--- config.mk ---
export PLATFORM = sky130hd
export DESIGN_NAME = hsv_core_issue_token
export DESIGN_NICKNAME = d
export VERILOG_FILES = /design/src/rtl/hsv_core_issue_token.sv
export SDC_FILE = /design/constraint.sdc
export NUM_CORES = 1
export LEC_CHECK = 0
export BUFFER_PORTS_ARGS = -buffer_cell sky130_fd_sc_hd__clkbuf_2
export CORE_MARGIN = 10
export CORE_UTILIZATION = 53
export CTS_BUF_LIST = sky130_fd_sc_hd__clkbuf_16
export CTS_CLUSTER_DIAMETER = 80
export DETAILED_ROUTE_END_ITERATION = 10
export PLACE_DENSITY = 0.85
export SLEW_MARGIN = 20
export SYNTH_ARGS = -nofsm -noshare
export SYNTH_HDL_FRONTEND = slang
export SYNTH_SLANG_ARGS = --single-unit
--- constraint.sdc ---
create_clock -name clk_core -period 6.48 [get_ports clk_core]
set_input_delay 0.972 -clock clk_core [delete_from_list [all_inputs] [get_ports clk_core]]
set_output_delay 0.972 -clock clk_core [all_outputs]
set_load 0.02 [all_outputs]
--- src/rtl/hsv_core_issue_token.sv ---
// In-order issue stage: a scoreboard of pending destination registers, token
// stamping, a cap on outstanding instructions and a flush/clear sequence.
// Optional macro ISSUE_TOKEN_BYPASS_EN lets this cycle's commit_mask take part in the hazard check.
module hsv_core_issue_token (
  input  logic        clk_core,
  input  logic        rst_core_n,
  input  logic        flush_req,
  output logic        flush_ack,
  input  logic        insn_valid_i,
  output logic        insn_ready_o,
  input  logic [31:0] insn_rs_mask,
  input  logic [31:0] insn_rd_mask,
  output logic        issue_valid_o,
  input  logic        issue_ready_i,
  output logic [7:0]  issue_token_o,
  output logic [31:0] issue_rd_mask_o,
  input  logic [31:0] commit_mask,
  input  logic        commit_i
);

  typedef enum logic [1:0] {
    ST_RUN   = 2'd0,
    ST_FLUSH = 2'd1,
    ST_CLEAR = 2'd2
  } state_e;

  state_e      state_q, state_d, state_cur;
  logic        flush_ack_q, flush_ack_d;
  logic        issue_valid_q, issue_valid_d;
  logic [7:0]  issue_token_q, issue_token_d;
  logic [31:0] issue_rd_q, issue_rd_d;
  logic [7:0]  token_q, token_d;
  logic [31:0] pending_q, pending_d;
  logic [7:0]  outstanding_q, outstanding_d;

  logic [31:0] hazard_src;
  logic        hazard;
  logic        accept;
  logic        in_clear;

  // The register holds only RUN/FLUSH. CLEAR is the single FLUSH cycle in which
  // flush_req has already dropped, so it coincides with flush_ack & !flush_req.
  always_comb begin
    state_cur = state_q;
    if (state_q == ST_FLUSH && !flush_req) begin
      state_cur = ST_CLEAR;
    end
    in_clear = (state_cur == ST_CLEAR);

    state_d = state_q;
    case (state_cur)
      ST_RUN:   state_d = flush_req ? ST_FLUSH : ST_RUN;
      ST_FLUSH: state_d = ST_FLUSH;
      ST_CLEAR: state_d = ST_RUN;
      default:  state_d = ST_FLUSH;
    endcase
  end

  always_comb begin
`ifdef ISSUE_TOKEN_BYPASS_EN
    hazard_src = pending_q & ~commit_mask;
`else
    hazard_src = pending_q;
`endif
    hazard = |((insn_rs_mask | insn_rd_mask) & hazard_src & ~32'h1);

    insn_ready_o = !flush_req && !flush_ack_q && !hazard &&
                   (outstanding_q != 8'hFF) &&
                   (!issue_valid_q || issue_ready_i);
    accept = insn_valid_i && insn_ready_o;
  end

  always_comb begin
    flush_ack_d   = flush_req;
    token_d       = token_q;
    pending_d     = pending_q;
    outstanding_d = outstanding_q;

    if (in_clear) begin
      token_d       = 8'd0;
      pending_d     = 32'd0;
      outstanding_d = 8'd0;
    end else begin
      // A bit both retired and re-claimed this cycle ends up set.
      pending_d = (pending_q & ~commit_mask) |
                  (accept ? (insn_rd_mask & ~32'h1) : 32'd0);
      pending_d[0] = 1'b0;
      token_d = token_q + {7'd0, accept};
      if (accept && !commit_i) begin
        outstanding_d = outstanding_q + 8'd1;
      end else if (!accept && commit_i && outstanding_q != 8'd0) begin
        outstanding_d = outstanding_q - 8'd1;
      end
    end
  end

  always_comb begin
    issue_valid_d = issue_valid_q;
    issue_token_d = issue_token_q;
    issue_rd_d    = issue_rd_q;

    if (flush_req) begin
      issue_valid_d = 1'b0;
    end else if (accept) begin
      issue_valid_d = 1'b1;
      issue_token_d = token_q;
      issue_rd_d    = insn_rd_mask;
    end else if (issue_ready_i) begin
      issue_valid_d = 1'b0;
    end
  end

  always_ff @(posedge clk_core or negedge rst_core_n) begin
    if (!rst_core_n) begin
      state_q       <= ST_FLUSH;
      flush_ack_q   <= 1'b1;
      issue_valid_q <= 1'b0;
      issue_token_q <= 8'd0;
      issue_rd_q    <= 32'd0;
      token_q       <= 8'd0;
      pending_q     <= 32'd0;
      outstanding_q <= 8'd0;
    end else begin
      state_q       <= state_d;
      flush_ack_q   <= flush_ack_d;
      issue_valid_q <= issue_valid_d;
      issue_token_q <= issue_token_d;
      issue_rd_q    <= issue_rd_d;
      token_q       <= token_d;
      pending_q     <= pending_d;
      outstanding_q <= outstanding_d;
    end
  end

  assign flush_ack       = flush_ack_q;
  assign issue_valid_o   = issue_valid_q;
  assign issue_token_o   = issue_token_q;
  assign issue_rd_mask_o = issue_rd_q;

endmodule

# --- Yosys cells after proc, flatten, opt, wreduce, memory -nomap -nowiden ---
# Index checks and enable logic that the tools add are counted.
totals:
  word_cells: 54
  input_bits: 102
  regBits: 91
  output_inout_bits: 43
op_classes:
  add_sub_neg: 3
  reduce_logical: 22
  bitwise_logic: 6
  mux: 12
  eq_ne: 3
ops:
  columns: ["cell", "n"]
  rows:
  - ["AND 32 bit", 2]
  - ["two-way mux 32 bit", 2]
  - ["bitwise OR 32 bit", 2]
  - ["two-way mux 8 bit", 4]
  - ["NOT 32 bit", 1]
  - ["OR reduction 31 bit", 1]
  - ["logical AND 1 bit", 9]
  - ["adder 8 x 1 -> 8 bit", 1]
  - ["adder 8 x 1 -> 8 bit, second input constant", 1]
  - ["inequality test 8 bit, second input constant", 1]
  - ["nonzero test 8 bit", 1]
  - ["subtractor 8 x 1 -> 8 bit, second input constant", 1]
  - ["logical NOT 1 bit", 6]
  - ["nonzero test 3 bit", 2]
  - ["two-way mux 1 bit", 4]
  - ["== test 2 bit, second input constant", 1]
  - ["logical NOT 2 bit", 1]
  - ["two-way mux 2 bit", 1]
  - ["case mux 1 bit (2 select lines)", 1]
  - ["AND reduction 2 bit", 1]
  - ["== test 1 bit, second input constant", 1]
  - ["logical OR 1 bit", 1]
  - ["NOT 1 bit", 1]

# --- Depth between registers and ports, before layout ---
depth:
  word_depth: 14
  mapped_depth: 17
  mapped_depth_nobuf: 16

# --- Worst setup path after synthesis ---
# No wires, ideal clock.
synth_timing:
  path_kind: "in2reg"
  from: "in insn_rs_mask[16]"
  to: "reg outstanding_q[7]"
  slack_ns: 2.858
  path_stages: 16
  t_required_ns: 6.343
  arrival_time_ns: 3.485
  path_cell_list: "o21ai_1 nand4_1 nor3_1 and4_1 buf_6 nand2_4 inv_4 nand2_4 ha_1 a21o_1 a21oi_2 o21ai_1 o41a_1 a2111oi_2 o21ai_0 nor3b_1"
synth_via:
  elab_chain_len: 12
  elab_cells_between_ends: 15
synth_lines:
  columns: ["item", "line", "text"]
  rows:
  - ["from (decl)", "11", "input logic [31:0] insn_rs_mask,"]
  - ["bitwise OR 32 bit *", "65", "hazard = |((insn_rs_mask | insn_rd_mask) & hazard_src & ~32'h1);"]
  - ["AND 32 bit *", "65", null]
  - ["OR reduction 31 bit *", "65", null]
  - ["logical NOT 1 bit *", "67", "insn_ready_o = !flush_req && !flush_ack_q && !hazard &&"]
  - ["logical AND 1 bit * (2 in a row)", "67", null]
  - ["logical AND 1 bit *", "68", "(outstanding_q != 8'hFF) &&"]
  - ["named net insn_ready_o", "10", "output logic insn_ready_o,"]
  - ["logical AND 1 bit *", "70", "accept = insn_valid_i && insn_ready_o;"]
  - ["logical NOT 1 bit", "91", "end else if (!accept && commit_i && outstanding_q != 8'd0) begin"]
  - ["logical AND 1 bit (2 in a row)", "91", null]
  - ["nonzero test 3 bit (no line)", null, null]
  - ["to (signal assigned)", "131", "outstanding_q <= outstanding_d;"]
  - ["to (decl)", "34", "logic [7:0] outstanding_q, outstanding_d;"]
# Mark *: on every way through the listed nets, which the timed path passes. The rest lies on a longest branch.
# A chain may end at the register's enable or synchronous reset.

# --- Worst setup path in the final report ---
layout_timing:
  from: "in insn_rd_mask[1]"
  to: "reg outstanding_q[7]"
layout_via:
  elab_chain_len: 12
  elab_cells_between_ends: 15
layout_lines:
  columns: ["item", "line", "text"]
  rows:
  - ["from (decl)", "12", "input logic [31:0] insn_rd_mask,"]
  - ["bitwise OR 32 bit *", "65", null]
  - ["AND 32 bit *", "65", null]
  - ["OR reduction 31 bit *", "65", null]
  - ["logical NOT 1 bit *", "67", null]
  - ["logical AND 1 bit * (2 in a row)", "67", null]
  - ["logical AND 1 bit *", "68", null]
  - ["logical AND 1 bit *", "70", null]
  - ["logical NOT 1 bit", "91", null]
  - ["logical AND 1 bit (2 in a row)", "91", null]
  - ["nonzero test 3 bit (no line)", null, null]
# Every way passes the cells marked *; elsewhere a longest branch is shown, timed or not.

==> summary.md <==
| Metric | Value |
|---|---|
| GRT Total Usage | 0.198 |
| Pleak | 2.75 nW |
| Finished Layout Cells | 672 |
| Delay of the slowest critical-path stage | 0.52 ns |
| CP Data Required Time | 6.65 ns |
| Max_cap viols | 0 |
| Slowest cell on the critical path | inv_4 |
| Hpwl dp | 8540 um |
| FMAX | between 200 and 250 MHz |
| Number of antenna-violating nets in the routed design | 0 |
| Worst slew pin tran | 1.02 ns |
| First-pass GRT wire length | 18,400 um |
| HP Start | issue_token_o[3] |
| Area leader, netlist | dfrtp_1 |
| Port-buffer cells | 142 |
| TritonCTS clock tree | yes |
| Hold Crit Depth | 2 |
| Die area | 0.0115 mm2 |
| Hold EP | issue_token_o[3] |
| Worst Path Class, Setup | input port to flop |
| Clock latency on the worst-skew pair | 0.33 ns |
| Cells along the critical path | clkbuf_2 -> o21ai_0 -> nand4_1 -> nor3_1 -> and4_1 -> nand2_4 -> inv_4 -> nand2_4 -> ha_1 -> a21o_1 -> a21oi_2 -> o21ai_1 -> o41a_1 -> a2111oi_2 -> o21ai_0 -> nor3b_1 |
| Per-cell routed wire length | 17.1 um |
| Max IR drop VDD | 0.000194 V |
| Detailed-route via count | 3,581 |
| DRC viols | 0 |
| Cell row count | 31 |
| FFs w/ async S/R, synth | 1.00 |
| Pwr dens | approximately 400 mW/mm2 |
| Vias per inst | 5.33 |
| Synthesized area | 0.00403 mm2 |
| Largest net degree at the start of global routing | 70 |
| R2r setup slk | 2.14 ns |
| Synthesized area per cell | approximately 9.3 um2 |
| FF+latch count, synth | 90 |
| Final min period | 4.86 ns |
| Die H | 107 um |
| Post-CTS sizing | 0 |
| List of most frequent post-synthesis cells | nand2_1, dfrtp_1, nand2b_1 |
| Placed insts | 657 |
| Initial antenna violation count | 0 |
| Top Family by Delay on Critical Path | compound AO/OA/AOI/OAI gates |
| Setup Buffers After CTS | 0 |
| Hold buffer count at CTS | 0 |
| DRT iter0 DRCs | 241 |
| Post-synth EDFFs | 0 |
| YS warnings | 0 |
| CTS Buffer Depth | 2 |
| Seq/Total Area, Yosys | 0.559 |
| Die width | 107 um |
| Core area | 0.00733 mm2 |
| Worst Skew | 0.00525 ns |
| Cell with the most instances after synthesis | nand2_1 |
| Max-slew headroom | 0.322 |
| Synth top area cells | dfrtp_1, nand2_1, nand2b_1 |
| Final hold viol count | 0 |
| Final setup viols | 0 |
| Drt pass-1 iters | 4 |
| Setup_tns | 0 ns |
| Hold WC Path Type | flop to flop |
| Share of the synthesized area in the top cell type | 0.546 |
| H-tree depth | 3 |
| Worst R2R Path Depth | 15 |
| Global route overflow | 0 |
| Worst R2R Start | hazard_src[1] |
| Unrepaired setup endpoints after global routing | no |
| Main flop type after synthesis | dfrtp_1 |
| RR Endpoint | outstanding_q[7] |
| Final Wtd Congestion | 0.851 |
| Mapped Nets | 543 |
| Clk sink count | 90 |
| Io pins | about 150 |
| Slew Limit Fails | 0 |
| Worst-path fanout max | 42 |
| Vias in the first global route | 3,736 |
| Crit path capture type | flop |
| Cells after Synth | about 430 |
| Final net count | 680 |
| CTS Buf Count | 9 |
| Layout fillers | 581 |
| Initial Utilization | 0.550 |
| Status | complete, no violations |
| Synth cell types | 41 |
| Buf+Inv Stages, Crit Path | 2 |
| Area occupied by multi-input gates | approximately 0.0017 mm2 |
| Startpoint types | input port |
| Antenna diode count | 0 |
| Arrival time worst endpoint | 5.02 ns |
| Register Area | 0.00225 mm2 |
| Synth-to-layout area growth | 27.3% |
| Clock root buffer | clkbuf_16 |
| Routed WL | 11,500 um |
| Fin crit share | 0.749 |
| Clock transition at path regs | 0.06 ns |
| Layout cells sized above 1 | 0.291 |
[worst max path at each step]
stage	startpoint	endpoint	slack (ns)	cells past startpoint
CTS	insn_rs_mask[1]	outstanding_q[7]	1.62	16
detailed placement	insn_rd_mask[1]	outstanding_q[7]	1.33	16
global route	insn_rs_mask[1]	outstanding_q[7]	1.33	16
finish	insn_rd_mask[1]	outstanding_q[7]	1.62	16
floorplan	insn_rs_mask[16]	outstanding_q[7]	2.86	16
global placement	insn_rs_mask[1]	outstanding_q[7]	1.42	16
[through the flow]
step	util	hold slack [ns]	power (mW)	area, um2	worst slack (ns)
after detailed placement	0.655	0.456	1.48	4800	1.33
after global routing	0.700	0.488	2.18	5130	1.33
after CTS	0.700	0.470	2.06	5130	1.62
final	0.700	0.465	2.05	5130	1.62
after global placement	0.655	0.450	1.44	4800	1.42
after floorplan	-	0.450	1.24	4030	2.86
[placed cells by master (no fill, tap or decap), drive strengths merged, types with 4 or more instances in the layout]
| master | count |
|---|---|
| a21oi | 32 |
| clkbuf | 150 |
| dfrtp | 88 |
| ha | 8 |
| inv | 8 |
| nand2 | 132 |
| nand2b | 33 |
| nand3 | 6 |
| nand4 | 9 |
| nor2 | 16 |
| nor3 | 5 |
| o21ai | 43 |
| xor2 | 4 |
[worst register-to-register path, stage by stage (launching register included)]
cell       delay, ns
dfrtp_1         0.38
o21ai_0         0.17
nand4_1         0.15
nor3_1          0.24
and4_1          0.42
nand2_4         0.34
inv_4           0.52
nand2_4         0.16
ha_1            0.30
a21o_1          0.19
a21oi_2         0.19
o21ai_1         0.14
o41a_1          0.36
a2111oi_2       0.33
o21ai_0         0.13
nor3b_1         0.15
[registers in the layout (all words and copies together), names as in the netlist]
signal / count
flush_ack: 1
hazard_src: 31
issue_rd_mask_o: 32
issue_token_o: 8
issue_valid_o: 1
outstanding_q: 8
state_q: 1
token_q: 8
[per-layer routing]
metal,vias up,GRT usage,share of wire,routed length (um)
met3,19,0.0485,0.068,777
li1,1715,-,-,-
met5,-,0,0,0
met4,0,0.0841,0.022,250
met1,1722,0.238,0.40,4630
met2,125,0.332,0.51,5800
[where the power goes]
group	internal, mW	total (mW)	switching, mW
Clock	0.373	0.579	0.206
Sequential	0.704	0.794	0.0896
Combinational	0.248	0.679	0.432
Total	1.33	2.05	0.727
[layout make-up]
class | instances | share of cell area
Inverter | 6 | 0.00487
Clock inverter | 6 | 0.0207
Clock buffer | 9 | 0.0439
Tap cell | 99 | 0.0241
Sequential cell | 90 | 0.439
Timing Repair Buffer | 143 | 0.140
Multi-Input combinational cell | 319 | 0.327
[kinds of logic after synthesis]
family,synth area share
DFF,0.559
buffers and inverters,0.0267
adders and majority gates,0.0298
xor gates and xnor gates,0.0152
and+or+nand+nor,0.244
AOI/OAI and AO/OA,0.120
muxes,0.00496
Power figures use the tool's default switching activity.
